$ cat src/rtl/conv_window_gen_if.sv
// rtl/conv_window_gen_if.sv - pixel stream in / 3x3 window out bundle for conv_window_gen
interface conv_window_gen_if #(
  parameter int DATA_WIDTH = 8
);
  logic                    i_valid;
  logic                    i_sof;
  logic [DATA_WIDTH-1:0]   i_pixel;
  logic [9*DATA_WIDTH-1:0] o_window_packed;
  logic                    o_valid;
  logic                    o_frame_done;

  // Producer of pixels / consumer of windows.
  modport master (
    output i_valid, i_sof, i_pixel,
    input  o_window_packed, o_valid, o_frame_done
  );

  // The window generator itself.
  modport slave (
    input  i_valid, i_sof, i_pixel,
    output o_window_packed, o_valid, o_frame_done
  );
endinterface

$ cat src/rtl/conv_window_gen.sv
// rtl/conv_window_gen.sv - raster pixel stream to sliding 3x3 window generator
module conv_window_gen #(
  parameter int DATA_WIDTH  = 8,
  parameter int FILTER_SIZE = 3,
  parameter int IMG_WIDTH   = 8,
  parameter int IMG_HEIGHT  = 8
) (
  input logic             clk,
  input logic             rst,
  conv_window_gen_if.slave bus
);
  // Only a 3x3 window is supported; FILTER_SIZE fixes the register geometry.
  localparam int NW = FILTER_SIZE * FILTER_SIZE;
  localparam int CW = (IMG_WIDTH  > 1) ? $clog2(IMG_WIDTH)  : 1;
  localparam int RW = (IMG_HEIGHT > 1) ? $clog2(IMG_HEIGHT) : 1;

  logic [CW-1:0] col, col_next, cur_col;
  logic [RW-1:0] row, row_next, cur_row;
  logic          accept;
  logic          win_ok;
  logic          win_last;

  logic [DATA_WIDTH-1:0] lb1 [IMG_WIDTH];
  logic [DATA_WIDTH-1:0] lb2 [IMG_WIDTH];
  logic [DATA_WIDTH-1:0] col_top, col_mid;

  logic [DATA_WIDTH-1:0]    win      [NW];
  logic [DATA_WIDTH-1:0]    win_next [NW];
  logic [NW*DATA_WIDTH-1:0] win_next_packed;

  assign accept = bus.i_valid;

  // Position of the pixel being accepted: a start-of-frame pixel is always (0,0).
  always_comb begin
    cur_col = col;
    cur_row = row;
    if (bus.i_sof) begin
      cur_col = '0;
      cur_row = '0;
    end
  end

  // Raster counters advance from the current position on each accepted pixel.
  always_comb begin
    col_next = col;
    row_next = row;
    if (accept) begin
      if (cur_col == CW'(IMG_WIDTH - 1)) begin
        col_next = '0;
        row_next = (cur_row == RW'(IMG_HEIGHT - 1)) ? '0 : cur_row + RW'(1);
      end else begin
        col_next = cur_col + CW'(1);
        row_next = cur_row;
      end
    end
  end

  // Counter state; reset returns to the top-left of a frame.
  always_ff @(posedge clk or posedge rst) begin
    if (rst) begin
      col <= '0;
      row <= '0;
    end else begin
      col <= col_next;
      row <= row_next;
    end
  end

  // Line buffers hold the two previous rows; contents are never cleared
  // because windows touching unwritten rows or columns are masked.
  always_ff @(posedge clk) begin
    if (accept) begin
      lb2[cur_col] <= lb1[cur_col];
      lb1[cur_col] <= bus.i_pixel;
    end
  end

  assign col_top = lb2[cur_col];
  assign col_mid = lb1[cur_col];

  // Next window: shift every row left one column, new column enters on the right.
  always_comb begin
    for (int i = 0; i < NW; i++) win_next[i] = win[i];
    if (accept) begin
      for (int ri = 0; ri < FILTER_SIZE; ri++) begin
        for (int ci = 0; ci < FILTER_SIZE - 1; ci++) begin
          win_next[ri*FILTER_SIZE + ci] = win[ri*FILTER_SIZE + ci + 1];
        end
      end
      win_next[FILTER_SIZE - 1]   = col_top;
      win_next[2*FILTER_SIZE - 1] = col_mid;
      win_next[NW - 1]            = bus.i_pixel;
    end
  end

  // Flatten the next window so element j lands at bits [j*DATA_WIDTH +: DATA_WIDTH].
  always_comb begin
    win_next_packed = '0;
    for (int i = 0; i < NW; i++) begin
      win_next_packed[i*DATA_WIDTH +: DATA_WIDTH] = win_next[i];
    end
  end

  // A window is complete only once two earlier rows and two earlier columns exist.
  always_comb begin
    win_ok   = accept && (cur_row >= RW'(2)) && (cur_col >= CW'(2));
    win_last = (cur_row == RW'(IMG_HEIGHT - 1)) && (cur_col == CW'(IMG_WIDTH - 1));
  end

  // Window shift register.
  always_ff @(posedge clk or posedge rst) begin
    if (rst) begin
      for (int i = 0; i < NW; i++) win[i] <= '0;
    end else begin
      for (int i = 0; i < NW; i++) win[i] <= win_next[i];
    end
  end

  // Registered outputs; the packed window holds its value between valid cycles.
  always_ff @(posedge clk or posedge rst) begin
    if (rst) begin
      bus.o_valid         <= 1'b0;
      bus.o_frame_done    <= 1'b0;
      bus.o_window_packed <= '0;
    end else begin
      bus.o_valid      <= win_ok;
      bus.o_frame_done <= win_ok && win_last;
      if (win_ok) bus.o_window_packed <= win_next_packed;
    end
  end
endmodule
$ cat src/flat_wrapper.sv
// flat-port wrapper written by rule: the top's interface ports become plain ports
module conv_window_gen_flat 
#(
  parameter int DATA_WIDTH  = 8,
  parameter int FILTER_SIZE = 3,
  parameter int IMG_WIDTH   = 8,
  parameter int IMG_HEIGHT  = 8
)
  (clk, rst, bus_i_valid, bus_i_sof, bus_i_pixel, bus_o_window_packed, bus_o_valid, bus_o_frame_done);
  conv_window_gen_if #(.DATA_WIDTH(DATA_WIDTH)) bus_i ();
  input logic clk;
  input logic rst;
  input wire logic [$bits(bus_i.i_valid)-1:0] bus_i_valid;
  input wire logic [$bits(bus_i.i_sof)-1:0] bus_i_sof;
  input wire logic [$bits(bus_i.i_pixel)-1:0] bus_i_pixel;
  output wire logic [$bits(bus_i.o_window_packed)-1:0] bus_o_window_packed;
  output wire logic [$bits(bus_i.o_valid)-1:0] bus_o_valid;
  output wire logic [$bits(bus_i.o_frame_done)-1:0] bus_o_frame_done;
  assign bus_i.i_valid = bus_i_valid;
  assign bus_i.i_sof = bus_i_sof;
  assign bus_i.i_pixel = bus_i_pixel;
  assign bus_o_window_packed = bus_i.o_window_packed;
  assign bus_o_valid = bus_i.o_valid;
  assign bus_o_frame_done = bus_i.o_frame_done;
  conv_window_gen #(.DATA_WIDTH(DATA_WIDTH), .FILTER_SIZE(FILTER_SIZE), .IMG_WIDTH(IMG_WIDTH), .IMG_HEIGHT(IMG_HEIGHT)) u_core (.clk(clk), .rst(rst), .bus(bus_i));
endmodule
$ cat config.mk
export PLATFORM = sky130hd
export DESIGN_NAME = conv_window_gen_flat
export DESIGN_NICKNAME = d
export VERILOG_FILES = /design/src/rtl/conv_window_gen_if.sv /design/src/rtl/conv_window_gen.sv /design/src/flat_wrapper.sv
export SDC_FILE = /design/constraint.sdc
export NUM_CORES = 1
export LEC_CHECK = 0
export BUFFER_PORTS_ARGS = -buffer_cell sky130_fd_sc_hd__clkbuf_2
export CAP_MARGIN = 10
export CORE_ASPECT_RATIO = 0.6
export CORE_MARGIN = 3
export CORE_UTILIZATION = 40
export DETAILED_ROUTE_END_ITERATION = 8
export GPL_TIMING_DRIVEN = 0
export PLACE_DENSITY = 0.6
export SYNTH_ARGS = -nofsm -noshare
export SYNTH_HDL_FRONTEND = slang
export SYNTH_SLANG_ARGS = --single-unit
$ cat constraint.sdc
create_clock -name clk -period 4.91 [get_ports clk]
set_input_delay 0.982 -clock clk [delete_from_list [all_inputs] [get_ports clk]]
set_output_delay 0.982 -clock clk [all_outputs]
set_load 0.05 [all_outputs]
# --- After elaboration in Yosys (flattened, before gate mapping) ---
# Memory sizes are Yosys's and may differ from the RTL's.
# Index checks and enable logic that the tools add are counted.
word_totals:
  reg_bits: 152
  latch_bits: 0
  ram_bits: 128
  rom_bits: 0
  out_inout_bits: 74
  wordCells: 34
  mem_count: 2
op_classes:
  addsub: 2
  n_mul: 0
  div: 0
  order_cmp: 2
  n_eq_ne: 2
  n_shift: 0
  mux: 8
  bitwise_logic: 0
  n_reduce_logical: 4
mem_list:
  columns: ["name", "words", "width", "rd", "rd_clocked_by_memory_dff", "write_ports", "line_no", "text"]
  rows:
  - ["u_core.lb1", 8, 8, 1, 0, 1, "conv_window_gen.sv:23", "logic [DATA_WIDTH-1:0] lb1 [IMG_WIDTH];"]
  - ["u_core.lb2", 8, 8, 1, 0, 1, "conv_window_gen.sv:24", "logic [DATA_WIDTH-1:0] lb2 [IMG_WIDTH];"]
op_table:
  columns: ["operator", "n"]
  rows:
  - ["72-bit 2-to-1 mux", 1]
  - ["3-bit 2-to-1 mux", 5]
  - ["3-bit by 1-bit adder with 3-bit output (second input constant)", 2]
  - ["3-bit == test (second input constant)", 2]
  - ["3-bit by 2-bit >= comparator with 1-bit output (second input constant)", 2]
  - ["1-bit logical AND", 4]
  - ["1-bit 2-to-1 mux", 2]

# --- Logic depth before layout (Yosys ltp) ---
# Gate-level depths: netlist of the first run.
depth:
  ltp_word: 5
  mapped_depth: 9

# --- Least setup slack after synthesis of the first run ---
# No wires, ideal clock.
synth_path:
  kind: "input to register"
  from: "input port bus_i_sof"
  to: "memory u_core.lb1[1][0] (enable)"
  setup_ns: 0.409
  t_arrival_ns: 2.870
  required_ns: 4.501
  setup_slack_ns: 1.631
  path_stages: 6
  path_buffers: 2
  path_cell_list: "buf_6 nand2b_2 inv_2 buf_2 nand2_1 nor3_1"
synth_via:
  elab_chain_cells: 1
synth_lines:
  columns: ["item", "line_no", "text"]
  rows:
  - ["start: declaration", "flat_wrapper.sv:14", "input wire logic [$bits(bus_i.i_sof)-1:0] bus_i_sof;"]
  - ["3-bit 2-to-1 mux", "conv_window_gen.sv:37", "if (bus.i_sof) begin"]
  - ["end: declaration", "conv_window_gen.sv:23", null]
# Every way passes these cells.

# --- Final worst setup path of the first run ---
layout_path:
  from: "input port bus_i_valid"
  to: "memory u_core.lb1[6][6] (enable)"
layout_via:
  elab_chain_cells: 2
layout_lines:
  columns: ["item", "line_no", "text"]
  rows:
  - ["start: declaration", "flat_wrapper.sv:13", "input wire logic [$bits(bus_i.i_valid)-1:0] bus_i_valid;"]
  - ["1-bit 2-to-1 mux", "conv_window_gen.sv:72", "if (accept) begin"]
  - ["1-bit 2-to-1 mux (implied by the code)", "conv_window_gen.sv:74", "lb1[cur_col] <= bus.i_pixel;"]
# Every way passes these cells.

==> results of run 1 <==
==> report_power, final <==
part / switching, mW / internal (mW) / leakage (nW)
Clock: 0.804 / 1.05 / 0.372
Combinational: 0.337 / 0.201 / 1.98
Sequential: 0.0703 / 2.65 / 3.10
==> state kept, by name, summed over array words and instances, names as in the netlist <==
signal	count
u_core.bus.o_frame_done	1
u_core.bus.o_valid	1
u_core.bus.o_window_packed	72
u_core.col	3
u_core.lb1	64
u_core.lb2	64
u_core.row	3
u_core.win	72
==> final cells by class <==
class / count / area [um^2] / area share
clock buffers: 42 / 723 / 0.0573
repair buffers: 93 / 573 / 0.0454
well taps: 352 / 440 / 0.0349
multi-input cells: 345 / 2890 / 0.229
inverters: 12 / 48.8 / 0.00387
flip-flops and latches: 280 / 7650 / 0.606
plain buffers: 39 / 258 / 0.0204
clock inverters: 3 / 40.0 / 0.00317
==> synth_stat cells (all sizes together), types with 2 or more instances <==
cell type | number | area, um^2
o22ai | 15 | 125
o21a | 3 | 22.5
a22o | 15 | 131
nor2b | 4 | 25.0
or3b | 2 | 17.5
a211oi | 16 | 133
nor2 | 45 | 169
o21ai | 13 | 65.1
nand2b | 2 | 15.0
ha | 6 | 75.1
mux2i | 48 | 480
clkbuf | 7 | 26.3
dfrtp | 152 | 3800
mux2 | 114 | 1280
a21oi | 24 | 120
edfxtp | 128 | 3840
buf | 32 | 231
inv | 12 | 45.0
nand2 | 21 | 78.8
o211ai | 7 | 52.6
nor3 | 3 | 15.0
==> through the flow <==
step                      power, mW  hold slack [ns]  setup WS (ns)  std cells  area (um^2)
after CTS                      5.17            0.478           1.87       1166        12600
after detailed placement       3.31            0.462           1.33       1121        11900
after global placement         3.27            0.469          0.426       1111        11700
after global routing           5.34            0.495           1.70       1166        12600
final                          5.12            0.477           1.90       1166        12600
after floorplan                3.11            0.446           1.63        676        10800
==> final timing paths <==
kind / start / endpoint / slack (ns) / depth (start not counted)
hold / removal: u_core.win[55] / u_core.win[55] / 0.48 / 1
max in group asynchronous: rst / u_core.win[55] / 3.12 / 5
min in group asynchronous: rst / u_core.bus.o_window_packed[49] / 0.59 / 2
hold reg to reg: u_core.win[55] / u_core.win[55] / 0.48 / 1
setup reg to reg: u_core.col[0] / u_core.lb2[2][6] / 2.01 / 6
setup / recovery: bus_i_valid / u_core.lb1[6][6] / 1.90 / 6
==> logic make-up after synthesis <==
family	after synthesis	synth area share
buf+inv	51	0.0280
mux	162	0.163
simple gates	81	0.0325
compound gates	96	0.0625
fa+ha+maj	6	0.00694
flops	280	0.707
==> layer usage <==
layer / routed length (um) / global-route usage
met1: 12000 / 0.261
met2: 10600 / 0.248
met3: 1640 / 0.0422
met4: 375 / 0.0329
met5: 0 / 0
==> flow_summary.json, run 1 <==
{
  "syn_area_per_cell_um2": 16.0,
  "synth_ff_type": "dfrtp_1",
  "io_pins": 86,
  "setup.worst_path.end_class": "flip-flop",
  "crit_chain": "buf_2 > clkbuf_1 > clkbuf_1 > nand2_1 > nor2_2 > buf_8",
  "dp_hpwl_mm": 17.7,
  "drv_slew": 0,
  "most-common-layout-cells": "152 x dfrtp_1, 128 x edfxtp_1, 107 x mux2_2, 83 x clkbuf_2, 48 x mux2i_1",
  "grt_max_degree": 45,
  "max_stage_delay_ns": 0.57,
  "start_util": 0.417,
  "routedWlPerCell_um": 21.1,
  "worstPathArrival_ns": 3.24,
  "fin_crit_ns": 3.01,
  "syn-num-nets": 694,
  "port_buffers": 83,
  "cp_common_cell": "clkbuf_1",
  "critPathBufInv": 4,
  "path_max_fanout": 10,
  "finalWirelength_mm": 24.6,
  "drv_cap": 0,
  "numCtsBuffers": 25,
  "syn_inst": 676,
  "clk_latency_ns": 0.52,
  "peakVddDrop_v": 0.000214,
  "area_growth_pct": 16.6,
  "cts_resized": 0,
  "die_w_um": 218,
  "final-setup-viol-count": 0,
  "antenna_found_initial": 0,
  "synth_area_um2": 10800,
  "relSlewSlack": 0.283,
  "drtIter0Drc": 436,
  "ant_nets": 0,
  "tightestPinTransition_ns": 1.07,
  "grt_pass1_vias": 6246,
  "cp-start-kind": "primary input",
  "drive_above_1_share": 0.344,
  "cts.path.max_buffers": 3,
  "dieArea_um2": 29100,
  "cp_top_family": "buffers and inverters",
  "grtUsageTotal": 0.171,
  "cts_setup_buffers": 0,
  "nNetsFinal": 814,
  "max_freq_mhz": 333,
  "finalWeightedCongestion": 0.867,
  "hold_class": "reg -> reg",
  "clk_pin_slew_ns": 0.06,
  "power_density_nw_per_um2": 406,
  "die_h_um": 133,
  "cts_tree": "built",
  "setup_total_negative_slack_ns": 0,
  "critPathSlowestCell": "nor2_2",
  "firstDrtPassIters": 4,
  "cellLeakagePower_nw": 5.45,
  "cts-root-buf": "clkbuf_16",
  "h-tree-depth": 1,
  "drt_drc_violations_left": 0,
  "grt_first_pass_wirelength_mm": 37.6,
  "rsz0062_at_grt": "no",
  "ys_types": 37,
  "vias_per_cell": 5.17,
  "num_vias": 6030,
  "postLayoutCoreUtil": 0.486,
  "yosysSeqAreaShare": 0.707,
  "yosysWarnings": 0,
  "finalCritPeriodShare": 0.612,
  "n_fill_cell": 2198,
  "critPathKind": "in -> reg",
  "ys_ff_latch": 280,
  "diodes": 0,
  "synth_edf_count": 128,
  "skew_ns": 0.00773,
  "finalHoldViolations": 0,
  "cts.sinks": 280,
  "status": "completed",
  "rows": 45,
  "final_common_cell": "dfrtp_1",
  "core_area_um2": 26000,
  "hold_buffers": 0,
  "crit_required_ns": 5.14,
  "globalRouteOverflowTotal": 0,
  "async_reset_ff_frac": 0.543
}
(Power assumes the default switching activity.)
==> inputs of run 2 (changes only) <==
clock period = 2.4 ns   (was 4.91 ns; I/O delays follow)
==> run 2 against run 1 <==
  * The run now ends with negative setup slack left
  * Combinational power rose by 120%
  * Design area increased by 1.5%
  * Routed wire length up 0.55%
  * Sequential share of layout area fell by 0.92 points
  * Setup slack got worse by 1.9 ns
  * Via count up 1.1%
  * Flip-flop and latch count did not move
  * Count of clock-buffer cells in the layout fell by 9
  * Critical path depth unchanged
  * Utilization increased by 0.75 points
  * Largest cell class unchanged
==> flow_summary.json, run 2 (synthesized netlist as in run 1, its figures left out) <==
{
  "cp-start-kind": "primary input",
  "nNetsFinal": 814,
  "status": "finished, violations left",
  "r2r_end": "u_core.lb1[7][1]",
  "cts.path.max_buffers": 3,
  "postLayoutCoreUtil": 0.494,
  "ant_nets": 0,
  "port_buffers": 83,
  "critPathKind": "in -> reg",
  "finalWirelength_mm": 24.7,
  "place_ws_ns": -0.557,
  "reg_top3": "u_core.bus.o_window_packed (72), u_core.win (72)",
  "max_freq_mhz": 416,
  "grt_pass1_vias": 6218,
  "cts.sinks": 280,
  "area_growth_pct": 18.4,
  "cts-root-buf": "clkbuf_16",
  "firstDrtPassIters": 4,
  "cellLeakagePower_nw": 5.50,
  "ff2ff_path_depth": 7,
  "die_w_um": 218,
  "tightestPinTransition_ns": 0.970,
  "dp_hpwl_mm": 17.4,
  "r2r_slack_ns": 0.10,
  "drt_drc_violations_left": 0,
  "drive_above_1_share": 0.363,
  "cts_tree": "built",
  "crit_required_ns": 2.65,
  "grt_first_pass_wirelength_mm": 37.4,
  "place_inst": 1120,
  "num_vias": 6094,
  "start_util": 0.417,
  "most-common-layout-cells": "152 x dfrtp_1, 128 x edfxtp_1, 107 x mux2_2, 84 x clkbuf_2, 48 x mux2i_1",
  "drv_cap": 0,
  "power_density_nw_per_um2": 843,
  "endpoint": "u_core.lb1[6][1]",
  "worst_slack_ns": -0.00554,
  "drv_slew": 0,
  "globalRouteOverflowTotal": 0,
  "hold_buffers": 0,
  "grtUsageTotal": 0.170,
  "final-setup-viol-count": 9,
  "path_max_fanout": 10,
  "peakVddDrop_v": 0.000463,
  "rows": 45,
  "routedWlPerCell_um": 21.2,
  "grt_max_degree": 46,
  "n_fill_cell": 2153,
  "core_area_um2": 26000,
  "crit_start": "bus_i_valid",
  "relSlewSlack": 0.351,
  "numCtsBuffers": 25,
  "final_common_cell": "dfrtp_1",
  "clk_pin_slew_ns": 0.06,
  "die_h_um": 133,
  "worstPathArrival_ns": 2.66,
  "finalHoldViolations": 0,
  "finalWeightedCongestion": 0.796,
  "dieArea_um2": 29100,
  "rsz0062_at_grt": "yes",
  "antenna_found_initial": 1,
  "fin_cells": 1167,
  "fin_crit_ns": 2.41,
  "hold_class": "in -> async",
  "vias_per_cell": 5.22,
  "skew_ns": 0.0185,
  "h-tree-depth": 1,
  "drtIter0Drc": 558,
  "violations": "negative setup slack",
  "rr_startpoint": "u_core.col[0]",
  "setup.worst_path.end_class": "flip-flop",
  "finalCritPeriodShare": 1.00,
  "clk_latency_ns": 0.54,
  "io_pins": 86,
  "diodes": 0
}
run 2: changes by cell type in the layout (fill, tap and decap cells not counted), sizes merged:
cell,previous run,this run
clkbuf,132,124
clkinv,2,4
inv,11,12
buf,42,41
bufinv,1,3
clkinvlp,1,6
run 2: worst max-delay path: stages:
cell	delay, ns
buf_2	0.20
clkbuf_1	0.49
clkbuf_1	0.46
nand2_1	0.22
nor2_2	0.56
buf_8	0.24
run 2: area by class of cell:
| cell class | instances | area (um^2) | area share |
|---|---|---|---|
| timing repair buffer | 93 | 586 | 0.0457 |
| clock inverter | 13 | 145 | 0.0113 |
| inverter | 12 | 48.8 | 0.00381 |
| buffer | 39 | 260 | 0.0203 |
| multi-input combinational | 345 | 2990 | 0.234 |
| sequential | 280 | 7650 | 0.597 |
| clock buffer | 33 | 691 | 0.0539 |
| tap | 352 | 440 | 0.0344 |
run 2: layer usage:
layer | part of all wire | track usage
met1 | 0.48 | 0.260
met2 | 0.43 | 0.247
met3 | 0.077 | 0.0410
met4 | 0.017 | 0.0333
met5 | 0 | 0
run 2: worst min path at each step:
stage / from / endpoint / slack (ns)
after floorplan: u_core.win[55] / u_core.win[55] / 0.45
after global placement: u_core.bus.o_window_packed[7] / u_core.bus.o_window_packed[7] / 0.47
after detailed placement: u_core.win[55] / u_core.win[55] / 0.47
after CTS: rst / u_core.bus.o_window_packed[49] / 0.08
after global routing: rst / u_core.bus.o_window_packed[64] / 0.13
final: rst / u_core.bus.o_window_packed[63] / 0.08
run 2: per-stage QoR:
stage	area (um^2)	hold slack [ns]	total power [mW]	setup TNS [ns]
3_5_place_dp	11900	0.474	6.77	-78.69
6_report	12800	0.0760	10.8	-0.0181
5_1_grt	12800	0.132	11.2	-1.99
4_1_cts	12800	0.0825	10.9	0
2_1_floorplan	10800	0.446	6.36	-0.799
3_3_place_gp	11700	0.470	6.69	-275.26
run 2: what timing repair did:
action                     4_1_cts  5_1_grt
setup buffers                    1        0
resized for setup                8       10
hold endpoints to repair         0        0
setup endpoints to repair       75      116
pin swaps                        1        3
run 2: power by group:
group | switching, mW | total (mW) | leakage (nW) | internal (mW)
registers | 0.145 | 5.57 | 3.10 | 5.43
logic | 0.726 | 1.17 | 2.00 | 0.441
clock network | 1.71 | 4.06 | 0.398 | 2.35
==> inputs of run 3 (changes only) <==
CORE_ASPECT_RATIO = default   (was 0.6)
CTS_CLUSTER_SIZE = 16   (was default)
==> run 3 against run 2 <==
  * The run now ends clean
  * Via count fell by 0.80%
  * Register-to-register slack worse by 0.098 ns
  * Design area increased by 0.19%
  * Largest cell class unchanged
==> flow_summary.json, run 3 (synthesized netlist as in run 1, its figures left out) <==
{
  "finalWeightedCongestion": 0.816,
  "rsz0062_at_grt": "yes",
  "clk_latency_ns": 0.52,
  "area_growth_pct": 18.7,
  "dieArea_um2": 29100,
  "start_util": 0.410,
  "path_max_fanout": 10,
  "place_inst": 1103,
  "critPathKind": "reg -> reg",
  "firstDrtPassIters": 5,
  "numCtsBuffers": 28,
  "globalRouteOverflowTotal": 0,
  "finalHoldViolations": 0,
  "finish.instance_area_um2": 12800,
  "routedWlPerCell_um": 20.2,
  "fin_cells": 1157,
  "nNetsFinal": 818,
  "cts_tree": "built",
  "grt_max_degree": 46,
  "post_dp_cell_area_um2": 11800,
  "rr_startpoint": "u_core.col[0]",
  "cp-start-kind": "flip-flop",
  "grt_first_pass_wirelength_mm": 36.0,
  "rows": 59,
  "dp_hpwl_mm": 16.0,
  "h-tree-depth": 1,
  "grtUsageTotal": 0.159,
  "clk_pin_slew_ns": 0.06,
  "drt_drc_violations_left": 0,
  "hold_buffers": 0,
  "ant_nets": 0,
  "ff2ff_path_depth": 6,
  "antenna_found_initial": 0,
  "setup_total_negative_slack_ns": 0,
  "fin_crit_ns": 2.40,
  "tightestPinTransition_ns": 0.892,
  "drive_above_1_share": 0.366,
  "vias_per_cell": 5.22,
  "final_common_cell": "dfrtp_1",
  "power_density_nw_per_um2": 849,
  "n_fill_cell": 2195,
  "drtIter0Drc": 324,
  "cts.path.max_buffers": 3,
  "core_area_um2": 26400,
  "peakVddDrop_v": 0.000561,
  "diodes": 0,
  "drv_slew": 0,
  "drv_cap": 0,
  "hold_class": "in -> async",
  "max_freq_mhz": 417,
  "relSlewSlack": 0.405,
  "status": "completed",
  "die_h_um": 170,
  "worstPathArrival_ns": 2.60,
  "skew_ns": 0.00825,
  "die_w_um": 170,
  "num_vias": 6045,
  "most-common-layout-cells": "152 x dfrtp_1, 128 x edfxtp_1, 107 x mux2_2, 84 x clkbuf_2, 48 x mux2i_1",
  "cts-root-buf": "clkbuf_16",
  "final-setup-viol-count": 0,
  "grt_pass1_vias": 6461,
  "crit_required_ns": 2.60,
  "r2r_slack_ns": 0.002,
  "finalCritPeriodShare": 0.999,
  "finalWirelength_mm": 23.4,
  "reg_top3": "u_core.bus.o_window_packed (72), u_core.win (72)",
  "cellLeakagePower_nw": 5.55,
  "r2r_end": "u_core.lb2[2][1]",
  "port_buffers": 83,
  "cts.sinks": 280,
  "io_pins": 86,
  "setup.worst_path.end_class": "flip-flop"
}
==> run 3: cell type report <==
cell class	count	area [um^2]	area share
Multi-Input combinational cell	345	2950	0.230
Inverter	12	48.8	0.00380
Clock buffer	36	795	0.0619
Buffer	39	259	0.0202
Clock inverter	16	113	0.00877
Sequential cell	280	7650	0.596
Tap cell	335	419	0.0327
Timing Repair Buffer	94	606	0.0472
==> run 3: how the worst max path moves through the flow <==
stage	startpoint	to	slack [ns]	depth (start not counted)
6_report	u_core.col[0]	u_core.lb2[2][1]	0.002	6
2_1_floorplan	bus_i_valid	u_core.lb1[2][0]	-0.02	5
3_5_place_dp	bus_i_valid	u_core.lb1[2][2]	-0.51	6
3_3_place_gp	bus_i_valid	u_core.lb1[6][2]	-1.21	5
5_1_grt	u_core.col[0]	u_core.lb1[7][4]	-0.04	7
4_1_cts	bus_i_valid	u_core.lb1[2][6]	0.005	6
==> run 3: where the power goes <==
part / leakage, nW / switching [mW] / internal [mW]
combinational: 2.00 / 0.705 / 0.427
sequential: 3.10 / 0.140 / 5.43
clock: 0.439 / 1.75 / 2.45
total: 5.55 / 2.59 / 8.31
==> run 3: repair_timing <==
| action | CTS | global route |
|---|---|---|
| endpoints found under the setup margin | 90 | 130 |
| buffers inserted | 1 | 1 |
| pin swaps | 2 | 2 |
| resized for setup | 8 | 5 |
==> run 3: routing by layer <==
layer,vias to the layer above,track usage,wire length [um]
met3,53,0.0272,1160
met4,0,0.0561,784
met2,157,0.268,11300
met1,3080,0.210,10100
met5,-,0,0
li1,2755,-,-
==> run 3: worst max-delay path, stage by stage, from the launching register on <==
cell and delay [ns]:
dfrtp_1 0.32, buf_2 0.16, inv_1 0.15, clkbuf_1 0.33, a22o_1 0.31, a211oi_2 0.55, inv_1 0.26
==> run 3: metrics by stage <==
| step | hold slack, ns | setup slack (ns) | power (mW) | utilization |
|---|---|---|---|---|
| after detailed placement | 0.471 | -0.514 | 6.77 | 0.449 |
| after global placement | 0.468 | -1.21 | 6.68 | 0.442 |
| after floorplan | 0.446 | -0.0167 | 6.36 | - |
| final | 0.0733 | 0.00173 | 10.9 | 0.487 |
| after CTS | 0.0761 | 0.00472 | 11.0 | 0.486 |
| after global routing | 0.0991 | -0.0397 | 11.3 | 0.487 |
